--- config.mk ---
export PLATFORM = sky130hd
export DESIGN_NAME = sdrc_init_monitor
export DESIGN_NICKNAME = d
export VERILOG_FILES = /design/src/rtl/sdrc_init_monitor.sv
export SDC_FILE = /design/constraint.sdc
export NUM_CORES = 1
export LEC_CHECK = 0
export CAP_MARGIN = 20
export CORE_UTILIZATION = 50
export DETAILED_ROUTE_END_ITERATION = 10
export PLACE_DENSITY = 0.9
export SYNTH_ARGS = -nofsm -noshare
export SYNTH_HDL_FRONTEND = slang
export SYNTH_SLANG_ARGS = --single-unit
--- constraint.sdc ---
create_clock -name sdram_clk -period 3.4 [get_ports sdram_clk]
set_input_delay 0.34 -clock sdram_clk [delete_from_list [all_inputs] [get_ports sdram_clk]]
set_output_delay 0.34 -clock sdram_clk [all_outputs]
set_load 0.05 [all_outputs]
--- src/rtl/sdrc_init_monitor.sv ---
//-----------------------------------------------------------------------------
// sdrc_init_monitor
//
// Passive observer of the SDRAM command pins. It decodes each command on the
// rising edge of sdram_clk and tracks the power-up initialisation sequence:
// NOP window -> precharge-all -> auto-refreshes -> load-mode-register ->
// sdr_init_done. It reports either a sticky pass or the first violation with
// a code. Every output is registered.
//
// Ports
//   sdram_clk         SDRAM clock; all sampling on the rising edge
//   sdram_resetn      asynchronous active-low reset
//   sdr_cke           clock enable; commands are decoded only when high
//   sdr_cs_n, sdr_ras_n, sdr_cas_n, sdr_we_n   command pins
//   sdr_addr[12:0]    address pins (A10 = precharge-all, LMR payload)
//   sdr_init_done     controller init-complete flag
//   cfg_sdr_mode_reg  expected mode register value for LMR
//   mon_init_ok       sequence completed correctly (sticky while DONE)
//   mon_err           violation detected (sticky until reset)
//   mon_err_code[3:0] code of the first violation
//   mon_state[2:0]    checker state (PWRUP=0 .. ERROR=5)
//   mon_refresh_cnt   AREF commands counted, saturating at 15
//   mon_nop_cnt       power-up NOP cycles counted, saturating at 0xFFFF
//-----------------------------------------------------------------------------
`timescale 1ns/1ps
module sdrc_init_monitor #(
    parameter int unsigned T_PWRUP_CYC = 505,
    parameter int unsigned T_RP        = 3,
    parameter int unsigned T_RFC       = 7,
    parameter int unsigned N_REFRESH   = 2,
    parameter int unsigned T_DONE_MAX  = 16
) (
    input  logic        sdram_clk,
    input  logic        sdram_resetn,
    input  logic        sdr_cke,
    input  logic        sdr_cs_n,
    input  logic        sdr_ras_n,
    input  logic        sdr_cas_n,
    input  logic        sdr_we_n,
    input  logic [12:0] sdr_addr,
    input  logic        sdr_init_done,
    input  logic [12:0] cfg_sdr_mode_reg,
    output logic        mon_init_ok,
    output logic        mon_err,
    output logic [3:0]  mon_err_code,
    output logic [2:0]  mon_state,
    output logic [3:0]  mon_refresh_cnt,
    output logic [15:0] mon_nop_cnt
);

    localparam logic [2:0] ST_PWRUP     = 3'd0;
    localparam logic [2:0] ST_PRECHG    = 3'd1;
    localparam logic [2:0] ST_REFRESH   = 3'd2;
    localparam logic [2:0] ST_WAIT_DONE = 3'd3;
    localparam logic [2:0] ST_DONE      = 3'd4;
    localparam logic [2:0] ST_ERROR     = 3'd5;

    localparam logic [3:0] E_BAD_PWRUP  = 4'd1;
    localparam logic [3:0] E_PRE_A10    = 4'd2;
    localparam logic [3:0] E_TRP        = 4'd3;
    localparam logic [3:0] E_BAD_CMD    = 4'd4;
    localparam logic [3:0] E_TRFC       = 4'd5;
    localparam logic [3:0] E_MODE       = 4'd6;
    localparam logic [3:0] E_FEW_REF    = 4'd7;
    localparam logic [3:0] E_DONE_TMO   = 4'd8;
    localparam logic [3:0] E_DONE_EARLY = 4'd9;
    localparam logic [3:0] E_DONE_DROP  = 4'd10;

    localparam logic [15:0] PWRUP_CYC_L = 16'(T_PWRUP_CYC);
    localparam logic [7:0]  RP_L        = 8'(T_RP);
    localparam logic [7:0]  RFC_L       = 8'(T_RFC);
    localparam logic [3:0]  NREF_L      = 4'(N_REFRESH);
    localparam logic [7:0]  DONE_MAX_L  = 8'(T_DONE_MAX);

    logic [2:0]  rcw_s;
    logic        is_nop_s;
    logic        is_cmd_s;
    logic        is_pre_s;
    logic        is_aref_s;
    logic        is_lmr_s;
    logic        nop_ok_s;
    logic [7:0]  timer_inc_s;

    logic [2:0]  state_r;
    logic [2:0]  state_nxt_s;
    logic [3:0]  err_code_s;

    logic [15:0] nop_cnt_r;
    logic [3:0]  refresh_cnt_r;
    logic [7:0]  gap_r;
    logic [7:0]  timer_r;
    logic        init_ok_r;
    logic        err_r;
    logic [3:0]  err_code_r;

    logic [15:0] nop_cnt_nxt_s;
    logic [3:0]  refresh_cnt_nxt_s;
    logic [7:0]  gap_nxt_s;
    logic [7:0]  timer_nxt_s;
    logic        init_ok_nxt_s;
    logic        err_nxt_s;
    logic [3:0]  err_code_nxt_s;

    assign rcw_s       = {sdr_ras_n, sdr_cas_n, sdr_we_n};
    assign nop_ok_s    = (nop_cnt_r >= PWRUP_CYC_L);
    assign timer_inc_s = timer_r + 8'd1;

    // Command decode; with cke low nothing is decoded (neither NOP nor command)
    always_comb begin
        is_nop_s  = 1'b0;
        is_cmd_s  = 1'b0;
        is_pre_s  = 1'b0;
        is_aref_s = 1'b0;
        is_lmr_s  = 1'b0;
        if (sdr_cke) begin
            if (sdr_cs_n || (rcw_s == 3'b111)) begin
                is_nop_s = 1'b1;
            end else begin
                is_cmd_s = 1'b1;
                case (rcw_s)
                    3'b010:  is_pre_s  = 1'b1;
                    3'b001:  is_aref_s = 1'b1;
                    3'b000:  is_lmr_s  = 1'b1;
                    default: is_pre_s  = 1'b0; // ACT, RD, WR, BST
                endcase
            end
        end else begin
            is_nop_s = 1'b0;
        end
    end

    // State register
    always_ff @(posedge sdram_clk or negedge sdram_resetn) begin
        if (!sdram_resetn) begin
            state_r <= ST_PWRUP;
        end else begin
            state_r <= state_nxt_s;
        end
    end

    // Next state and violation detection; if-chains are ordered by ascending
    // code so that the lowest code wins when several violations coincide
    always_comb begin
        err_code_s  = 4'd0;
        state_nxt_s = state_r;
        case (state_r)
            ST_PWRUP: begin
                if (is_cmd_s && !(is_pre_s && nop_ok_s)) begin
                    err_code_s = E_BAD_PWRUP;
                end else if (is_pre_s && !sdr_addr[10]) begin
                    err_code_s = E_PRE_A10;
                end else if (sdr_init_done) begin
                    err_code_s = E_DONE_EARLY;
                end else if (is_pre_s) begin
                    state_nxt_s = ST_PRECHG;
                end else begin
                    state_nxt_s = ST_PWRUP;
                end
            end
            ST_PRECHG: begin
                if (is_aref_s && (gap_r < RP_L)) begin
                    err_code_s = E_TRP;
                end else if (is_cmd_s && !is_aref_s) begin
                    err_code_s = E_BAD_CMD;
                end else if (sdr_init_done) begin
                    err_code_s = E_DONE_EARLY;
                end else if (is_aref_s) begin
                    state_nxt_s = ST_REFRESH;
                end else begin
                    state_nxt_s = ST_PRECHG;
                end
            end
            ST_REFRESH: begin
                if (is_cmd_s && !is_aref_s && !is_lmr_s) begin
                    err_code_s = E_BAD_CMD;
                end else if ((is_aref_s || is_lmr_s) && (gap_r < RFC_L)) begin
                    err_code_s = E_TRFC;
                end else if (is_lmr_s && (sdr_addr != cfg_sdr_mode_reg)) begin
                    err_code_s = E_MODE;
                end else if (is_lmr_s && (refresh_cnt_r < NREF_L)) begin
                    err_code_s = E_FEW_REF;
                end else if (sdr_init_done) begin
                    err_code_s = E_DONE_EARLY;
                end else if (is_lmr_s) begin
                    state_nxt_s = ST_WAIT_DONE;
                end else begin
                    state_nxt_s = ST_REFRESH;
                end
            end
            ST_WAIT_DONE: begin
                // A command beats a simultaneous init_done
                if (is_cmd_s) begin
                    err_code_s = E_BAD_CMD;
                end else if (sdr_init_done) begin
                    state_nxt_s = ST_DONE;
                end else if (timer_inc_s >= DONE_MAX_L) begin
                    err_code_s = E_DONE_TMO;
                end else begin
                    state_nxt_s = ST_WAIT_DONE;
                end
            end
            ST_DONE: begin
                if (!sdr_init_done) begin
                    err_code_s = E_DONE_DROP;
                end else begin
                    state_nxt_s = ST_DONE;
                end
            end
            ST_ERROR: begin
                state_nxt_s = ST_ERROR;
            end
            default: begin
                // Unreachable encoding: park in ERROR rather than guess
                state_nxt_s = ST_ERROR;
            end
        endcase
        if (err_code_s != 4'd0) begin
            state_nxt_s = ST_ERROR;
        end else begin
            state_nxt_s = state_nxt_s;
        end
    end

    // Next values of counters and flags; counters freeze once an error is taken
    always_comb begin
        nop_cnt_nxt_s     = nop_cnt_r;
        refresh_cnt_nxt_s = refresh_cnt_r;
        timer_nxt_s       = timer_r;
        init_ok_nxt_s     = (state_nxt_s == ST_DONE);
        err_nxt_s         = (state_nxt_s == ST_ERROR);
        if (is_cmd_s) begin
            gap_nxt_s = 8'd0;
        end else if (gap_r != 8'hFF) begin
            gap_nxt_s = gap_r + 8'd1;
        end else begin
            gap_nxt_s = gap_r;
        end
        if ((state_r != ST_ERROR) && (err_code_s != 4'd0)) begin
            err_code_nxt_s = err_code_s;
        end else begin
            err_code_nxt_s = err_code_r;
        end
        case (state_r)
            ST_PWRUP: begin
                if (is_nop_s && (state_nxt_s == ST_PWRUP) && (nop_cnt_r != 16'hFFFF)) begin
                    nop_cnt_nxt_s = nop_cnt_r + 16'd1;
                end else begin
                    nop_cnt_nxt_s = nop_cnt_r;
                end
            end
            ST_PRECHG: begin
                if (state_nxt_s == ST_REFRESH) begin
                    refresh_cnt_nxt_s = 4'd1;
                end else begin
                    refresh_cnt_nxt_s = refresh_cnt_r;
                end
            end
            ST_REFRESH: begin
                if (is_aref_s && (state_nxt_s == ST_REFRESH) && (refresh_cnt_r != 4'hF)) begin
                    refresh_cnt_nxt_s = refresh_cnt_r + 4'd1;
                end else begin
                    refresh_cnt_nxt_s = refresh_cnt_r;
                end
                if (state_nxt_s == ST_WAIT_DONE) begin
                    timer_nxt_s = 8'd0;
                end else begin
                    timer_nxt_s = timer_r;
                end
            end
            ST_WAIT_DONE: begin
                if (state_nxt_s == ST_WAIT_DONE) begin
                    timer_nxt_s = timer_inc_s;
                end else begin
                    timer_nxt_s = timer_r;
                end
            end
            default: begin
                timer_nxt_s = timer_r;
            end
        endcase
    end

    // Registered counters and result flags
    always_ff @(posedge sdram_clk or negedge sdram_resetn) begin
        if (!sdram_resetn) begin
            nop_cnt_r     <= 16'd0;
            refresh_cnt_r <= 4'd0;
            gap_r         <= 8'd0;
            timer_r       <= 8'd0;
            init_ok_r     <= 1'b0;
            err_r         <= 1'b0;
            err_code_r    <= 4'd0;
        end else begin
            nop_cnt_r     <= nop_cnt_nxt_s;
            refresh_cnt_r <= refresh_cnt_nxt_s;
            gap_r         <= gap_nxt_s;
            timer_r       <= timer_nxt_s;
            init_ok_r     <= init_ok_nxt_s;
            err_r         <= err_nxt_s;
            err_code_r    <= err_code_nxt_s;
        end
    end

    assign mon_init_ok     = init_ok_r;
    assign mon_err         = err_r;
    assign mon_err_code    = err_code_r;
    assign mon_state       = state_r;
    assign mon_refresh_cnt = refresh_cnt_r;
    assign mon_nop_cnt     = nop_cnt_r;

endmodule

==> results of run 1 <==
## layout make-up
class,count,area [um^2]
clock buffer,5,68.82
clock inverter,2,35.03
fill,416,1632
inverter,6,22.52
multi-input combinational,243,1630
sequential,45,1126
tap,70,87.58
timing repair buffer,67,668.1
## worst reg2reg max path: cells and delay by family (launching register included)
kind            cells  cell delay [ns]
compound gates      2             0.39
fa+ha+maj           1             0.23
flops               1             0.46
simple gates        5             1.55
## per-stage QoR
stage               setup slack [ns]  utilization (%)
finish                        0.5535            69.04
global route                  0.3383            69.04
CTS                           0.5385            68.47
detailed placement            0.2298            66.50
global placement              0.3389            66.50
floorplan                     0.6268                -
## sequential cells by signal, summed over array words and instances, names as in the netlist
name	cells
mon_nop_cnt	16
gap_r	8
timer_r	8
mon_err_code	4
mon_refresh_cnt	4
mon_state	3
mon_err	1
mon_init_ok	1
## cell usage in the layout, fill, tap and decap left out, types with 2 or more instances in the layout
cell type,count
or3b_1,2
inv_1,6
nor3_1,11
a31oi_1,8
or3_1,8
dfrtp_1,45
a21oi_1,11
mux2i_1,3
xor2_1,3
nand4_1,11
o21ai_0,11
mux2_2,5
nand3_1,22
buf_4,3
ha_1,6
and2_1,7
nor3b_2,2
nor2b_1,3
or4_1,2
nor2_1,24
a21o_1,2
o32a_1,2
nor3b_1,3
nand2_1,20
xnor2_1,28
clkbuf_8,5
and3_1,13
clkdlybuf4s50_1,61
nand2b_1,4
nor4_1,3
nand3b_1,2
## cells by family (layout without fill, tap and decap cells)
logic type               Yosys count  after routing
flip-flops                        45             45
XOR/XNOR                          31             31
AND/OR/NAND/NOR                  147            147
buffers and inverters             15             80
AO/OA/AOI/OAI                     51             51
adder cells (fa/ha/maj)            6              6
multiplexers                       8              8
## routing by layer
layer	track usage (%)	vias to the layer above	routed length, um
li1	-	1239	-
met1	30.93	1257	2939
met2	42.86	77	3514
met3	4.405	18	314
met4	10.57	0	149
met5	0	-	0
## power by group through the flow
stage,clock network (mW),registers [mW],logic (mW)
finish,0.393,0.591,0.216
global route,0.420,0.595,0.238
CTS,0.397,0.591,0.214
detailed placement,0,0.601,0.213
global placement,0,0.600,0.206
floorplan,0,0.592,0.135
## synth_stat cells (5+ instances only)
library cell / n / area share [%]
nor3_1: 11 / 2.0
ha_1: 6 / 2.7
xnor2_1: 28 / 8.7
nor2_1: 24 / 3.2
mux2_2: 5 / 2.0
inv_1: 6 / 0.80
a31oi_1: 8 / 1.8
o21ai_0: 11 / 2.0
and3_1: 13 / 2.9
or3_1: 8 / 1.8
nand2_1: 20 / 2.7
dfrtp_1: 45 / 40
nand3_1: 22 / 3.9
a21oi_1: 11 / 2.0
nand4_1: 11 / 2.4
and2_1: 7 / 1.6
clkbuf_1: 8 / 1.1
## path summary, 6_finish.rpt
path	startpoint	end	slack, ns	depth (start not counted)
max reg2reg	mon_nop_cnt[0]$_DFFE_PN0P_	mon_state[0]$_DFF_PN0_	0.64	8
min in group sdram_clk	mon_nop_cnt[6]$_DFFE_PN0P_	mon_nop_cnt[6]$_DFFE_PN0P_	0.50	1
min reg2reg	mon_nop_cnt[6]$_DFFE_PN0P_	mon_nop_cnt[6]$_DFFE_PN0P_	0.50	1
min	sdram_resetn	mon_refresh_cnt[1]$_DFFE_PN0P_	0.48	2
max	sdr_addr[5]	mon_state[0]$_DFF_PN0_	0.55	8
max in group asynchronous	sdram_resetn	mon_err_code[1]$_DFFE_PN0P_	2.44	3
## what timing repair did
item / CTS / global route
endpoints found under the hold margin: 0 / 14
setup endpoints to repair: 0 / 0
hold buffers: 0 / 1
gates resized for setup: 0 / 0
setup buffers: 0 / 0
==> summary.md, run 1 <==
| Metric | Value |
|---|---|
| Largest net degree at the start of global routing | 46 |
| Top Ports | 63 |
| Ys Warns | 0 |
| Placed Instance Area | 3505 um^2 |
| Fin cells | 438 |
| Row cnt | 26 |
| Crit-path max FO | 8 |
| Clk network pwr share | 32.7% |
| GRT Util Overall | 25.03% |
| Fraction of layout cells with a size suffix above 1 | 7.880% |
| Area grow syn2layout | 29.02% |
| Core ar. | 5270 um^2 |
| Logic pwr share | 18.0% |
| N_diodes | 0 |
| Crit path DAT | 3.01 ns |
| Vias in the first global route | 2573 |
| Fin crit share | 83.72% |
| 1st-pass router iterations | 4 |
| Post-synth top flop | dfrtp_1 |
| Total CTS buffers | 5 |
| P per Cell Area | 330.0 nW/um^2 |
| Via count | 2591 |
| Area share of fa/ha/maj cells after synthesis | 2.662% |
| CP Class | input pin to flip-flop |
| Async S/R FF share, synth | 100.0% |
| Initial antenna violation count | 0 |
| Post-route DRC | 0 |
| P_sw | 320.5 uW |
| Sequential power share | 49.2% |
| Synth unique cells | 57 |
| Mapped cell area | 2820 um^2 |
| Clk slew on worst S/H paths | 0.08 ns |
| Tmin final | 2.847 ns |
| Placed insts | 429 |
| RePlAce Congestion | 0.8715 |
| EDFF count, synth | 0 |
| Slowest cell on crit path | or4_1 |
| Fmax | 351.3 MHz |
| DIE AREA | 5944 um^2 |
| Hold Slack | 0.4808 ns |
| Syn Inst Count | 303 |
| Total wire length | 6918 um |
| Syn Area/Cell | 9.308 um^2 |
| CTS sink cnt | 45 |
| Largest family of logic cells by synthesized area | simple AND/OR/NAND/NOR gates |
| Crit path capture type | flip-flop |
| Max-slew violation count | 0 |
| VDD IR-drop max | 0.2744 mV |
| Startpoint Class | input pin |
| Setup tns final | 0 ns |
| Detailed Route Iter0 Violations | 164 |
| Synth Net Count | 343 |
| XOR/XNOR share of the synthesized area | 9.627% |
| Final hold vios | 0 |
| Internal power | 880.2 uW |
| Status | finished clean |
| Setup violations, final | 0 |
| GRT overflow | 0 |
| Critical path's top delay family | simple AND/OR/NAND/NOR gates |
| Overall power | 1.201 mW |
| CTS tree | done |
| Hold Crit Class | input pin to async pin |
| RSZ-0062 raised after global routing | no |
| Seq cells post-synth | 45 |
| Vias/cell | 5.916 |
| Sw frac | 26.70% |
| Worst-Skew Late Latency | 0.30 ns |
| CP Buf/Inv Count | 1 |
| CTS H-tree depth | 2 |
| Compound-cell area share of the yosys netlist | 12.64% |
| Nets | 408 |
| Slew @ Worst Pin | 0.5493 ns |
| Simple-gate share of the synthesized area | 29.81% |
| CP cell instances | clkdlybuf4s50_1 > xnor2_1 > nand4_1 > or4_1 > a211o_1 > nor4b_4 > and3_1 > nand4_1 |
| Placed wire-length estimate | 5315 um |
| CP most frequent cell | nand4_1 |
| Sequential share of the synthesized area | 39.93% |
| First-pass GRT wire length | 11920 um |
| Clk root buf | clkbuf_8 |
| Initial Utilization | 53.51% |
| Finished Cell Area | 3638 um^2 |
| Final antenna-violating net count | 0 |
| Slowest stage delay, CP | 0.60 ns |
| Slew HR | 63.24% |
| Max Buffers Root-to-Sink | 2 |
| Width of the die | 77.10 um |
| Leakage power | 1.523 nW |
| Post-DR wirelength/cell | 15.79 um |
| Max-cap viol count | 0 |
| Clock skew | 0.004140 ns |
| Mux contribution to synthesized area | 3.061% |
| Die H | 77.10 um |
| Critical path required time | 3.56 ns |
| IO Port Bufs | 62 |
No activity file was read; power rests on OpenSTA's default activity.
==> run 2: changes to the inputs <==
--- a/config.mk
+++ b/config.mk
@@ -6,9 +6,9 @@
 export NUM_CORES = 1
 export LEC_CHECK = 0
 export CAP_MARGIN = 20
-export CORE_UTILIZATION = 50
+export CORE_UTILIZATION = 46
 export DETAILED_ROUTE_END_ITERATION = 10
-export PLACE_DENSITY = 0.9
+export PLACE_DENSITY = 0.88
 export SYNTH_ARGS = -nofsm -noshare
 export SYNTH_HDL_FRONTEND = slang
 export SYNTH_SLANG_ARGS = --single-unit
==> constraint.sdc (replaced) <==
create_clock -name sdram_clk -period 2.54 [get_ports sdram_clk]
set_input_delay 0.254 -clock sdram_clk [delete_from_list [all_inputs] [get_ports sdram_clk]]
set_output_delay 0.254 -clock sdram_clk [all_outputs]
set_load 0.05 [all_outputs]
==> run 2 against run 1 <==
Compared with the run above: the flow now finishes with violations (negative setup slack); sequential power is 34% higher; hold slack worse by 0.086 ns; first-iteration DRC count is 24% higher; register-to-register slack worse by 0.63 ns; clock-buffer cell count is 1 higher; clock power is 10% higher; highest routed layer unchanged.
==> summary.md, run 2 (synthesized netlist as in run 1, its figures left out) <==
| Metric | Value |
|---|---|
| Status | finished with violations |
| Failing checks | negative setup slack |
| DIE AREA | 6448 um^2 (+8.5%) |
| CP Class | input pin to flip-flop |
| Clk network pwr share | 27.2% (-5.5 points) |
| Fraction of layout cells with a size suffix above 1 | 25.12% (+17 points) |
| Setup violations, final | 1 (+1) |
| Vias/cell | 5.679 (-4.0%) |
| Sequential power share | 49.5% (+0.3 points) |
| Logic pwr share | 23.3% (+5.3 points) |
| Final hold vios | 0 (unchanged) |
| Max Buffers Root-to-Sink | 2 (unchanged) |
| Max-cap viol count | 0 (unchanged) |
| Hold Crit Class | input pin to async pin |
| Slew @ Worst Pin | 0.5212 ns (-0.02814 ns) |
| Most frequent cells in the layout | clkdlybuf4s50_1 (60), buf_4 (60), dfrtp_1 (39) |
| Critical path required time | 2.74 ns (-0.82 ns) |
| Worst-Skew Late Latency | 0.31 ns (about the same) |
| Clk slew on worst S/H paths | 0.08 ns (about the same) |
| Top Ports | 63 (unchanged) |
| Final antenna-violating net count | 0 (unchanged) |
| Met1 WL | 3281 um (+12%) |
| Met2 WL | 4078 um (+16%) |
| Initial antenna violation count | 0 (unchanged) |
| Max reg flops | 16 (unchanged) |
| Internal power | 1.134 mW (+29%) |
| GRT overflow | 0 (unchanged) |
| Placed wire-length estimate | 5848 um (+10%) |
| Final worst slack | -0.02359 ns (-0.5771 ns) |
| Initial Utilization | 47.63% (-5.9 points) |
| Total CTS buffers | 5 (unchanged) |
| Slowest cell on crit path | or4_4 |
| Vias in the first global route | 2776 (+7.9%) |
| Width of the die | 80.30 um (+4.2%) |
| Startpoint Class | input pin |
| Leakage power | 1.803 nW (+18%) |
| P_sw | 461.6 uW (+44%) |
| Crit path DAT | 2.76 ns (-0.25 ns) |
| Max-slew violation count | 0 (unchanged) |
| N_diodes | 0 (unchanged) |
| VDD IR-drop max | 0.3292 mV (+20%) |
| GRT Util Overall | 24.98% (-0.044 points) |
| Tmin final | 2.564 ns |
| Row cnt | 28 (+7.7%) |
| 1st-pass router iterations | 4 (unchanged) |
| Crit-path max FO | 3 (-5) |
| Sw frac | 28.94% (+2.2 points) |
| Detailed Route Iter0 Violations | 204 (+24%) |
| Fmax | 390.1 MHz |
| RePlAce Congestion | 0.8782 (+0.77%) |
| CTS H-tree depth | 2 (unchanged) |
| RSZ-0062 raised after global routing | yes |
| Clk root buf | clkbuf_8 |
| Top sig layer | met4 |
| Area grow syn2layout | 46.27% |
| Post-DR wirelength/cell | 15.85 um (+0.37%) |
| P per Cell Area | 386.7 nW/um^2 (+17%) |
| CP cell instances | clkdlybuf4s50_1 > xnor2_1 > nand3_1 > or4_4 > a211o_1 > nor4b_4 > buf_4 > nand4b_1 > mux2_2 |
| Overall power | 1.595 mW (+33%) |
| Fin cells | 501 (+14%) |
| Via count | 2845 (+9.8%) |
| CP Buf/Inv Count | 2 (+1) |
| Crit path capture type | flip-flop |
| Slowest stage delay, CP | 0.55 ns (-0.05 ns) |
| Slew HR | 65.15% (+1.9 points) |
| Fin crit share | 100.9% |
| Total wire length | 7942 um (+15%) |
| Clock skew | 0.005600 ns (+0.001460 ns) |
| Critical path's top delay family | simple AND/OR/NAND/NOR gates |
| CTS tree | done |
| Core ar. | 5921 um^2 (+12%) |
| Nets | 465 (+14%) |
| CTS sink cnt | 45 (unchanged) |
| First-pass GRT wire length | 12410 um (+4.1%) |
| Largest net degree at the start of global routing | 46 (unchanged) |
| Post-route DRC | 0 (unchanged) |
| Met3 routed WL | 402 um (+28%) |
| Die H | 80.30 um (+4.2%) |
| IO Port Bufs | 62 (unchanged) |
| Placed insts | 485 (+13%) |
==> run 2: final cells by class <==
class,instances,area (um^2)
Timing Repair Buffer,124,1099
Multi-Input combinational cell,243,1694
Clock buffer,6,72.57
Inverter,6,22.52
Sequential cell,45,1134
Tap cell,75,93.84
Fill cell,437,1795
Clock inverter,2,10.01
==> run 2: power groups by stage <==
stage | Sequential (mW) | Clock [mW] | Combinational, mW
after detailed placement | 0.802 | 0 | 0.343
after global routing | 0.794 | 0.485 | 0.400
after CTS | 0.788 | 0.443 | 0.346
final | 0.790 | 0.434 | 0.372
after global placement | 0.799 | 0 | 0.330
after floorplan | 0.793 | 0 | 0.181
==> run 2: final timing paths <==
check	cells after the start	to	start	slack, ns
min in group sdram_clk	1	mon_err_code[3]$_DFFE_PN0P_	mon_err_code[3]$_DFFE_PN0P_	0.49
worst min-delay path	2	mon_refresh_cnt[3]$_DFFE_PN0P_	sdram_resetn	0.39
max in group asynchronous	3	mon_state[0]$_DFF_PN0_	sdram_resetn	1.63
worst max-delay path	9	timer_r[3]$_DFFE_PN0P_	sdr_addr[10]	-0.02
worst min register to register	1	mon_err_code[3]$_DFFE_PN0P_	mon_err_code[3]$_DFFE_PN0P_	0.49
worst max register to register	8	timer_r[3]$_DFFE_PN0P_	mon_refresh_cnt[2]$_DFFE_PN0P_	0.01
==> run 2: timing repair <==
action | CTS | global route
resized for setup | 1 | 17
setup endpoints to repair | 2 | 22
pin swaps | 3 | 8
buffers inserted | 2 | 4
hold endpoints to repair | 0 | 14
hold buffers | 0 | 1
==> run 2: layer usage <==
layer | GRT usage (%) | up-vias
met5 | 0 | -
met4 | 11.25 | 0
met3 | 7.386 | 22
met2 | 41.37 | 81
met1 | 29.81 | 1383
li1 | - | 1359
==> run 2: worst reg2reg max path: cells and delay by family (launching register included) <==
family | cells | cell delay [ns]
compound gates | 1 | 0.36
buf+inv | 1 | 0.18
flops | 1 | 0.40
mux | 1 | 0.28
simple gates | 5 | 1.20
==> run 2: stage by stage <==
step | utilization [%] | hold WS, ns | instance area [um^2] | worst slack [ns] | TNS (ns)
4_1_cts | 67.60 | 0.1484 | 4003 | 0.01060 | 0
3_3_place_gp | 65.93 | 0.4664 | 3904 | -0.2522 | -3.622
5_1_grt | 69.67 | 0.4213 | 4125 | -0.1061 | -0.6140
2_1_floorplan | - | -0.04159 | 2830 | 0.02550 | 0
3_5_place_dp | 65.93 | 0.4725 | 3904 | -0.3238 | -4.984
6_report | 69.67 | 0.3950 | 4125 | -0.02359 | -0.02359
==> run 3: changes to the inputs <==
--- a/config.mk
+++ b/config.mk
@@ -5,6 +5,7 @@
 export SDC_FILE = /design/constraint.sdc
 export NUM_CORES = 1
 export LEC_CHECK = 0
+export ABC_CLOCK_PERIOD_IN_PS = 2540
 export CAP_MARGIN = 20
 export CORE_UTILIZATION = 46
 export DETAILED_ROUTE_END_ITERATION = 10
==> results of run 3 <==
The final DEF is identical to that of run 2; final timing and power are the same.
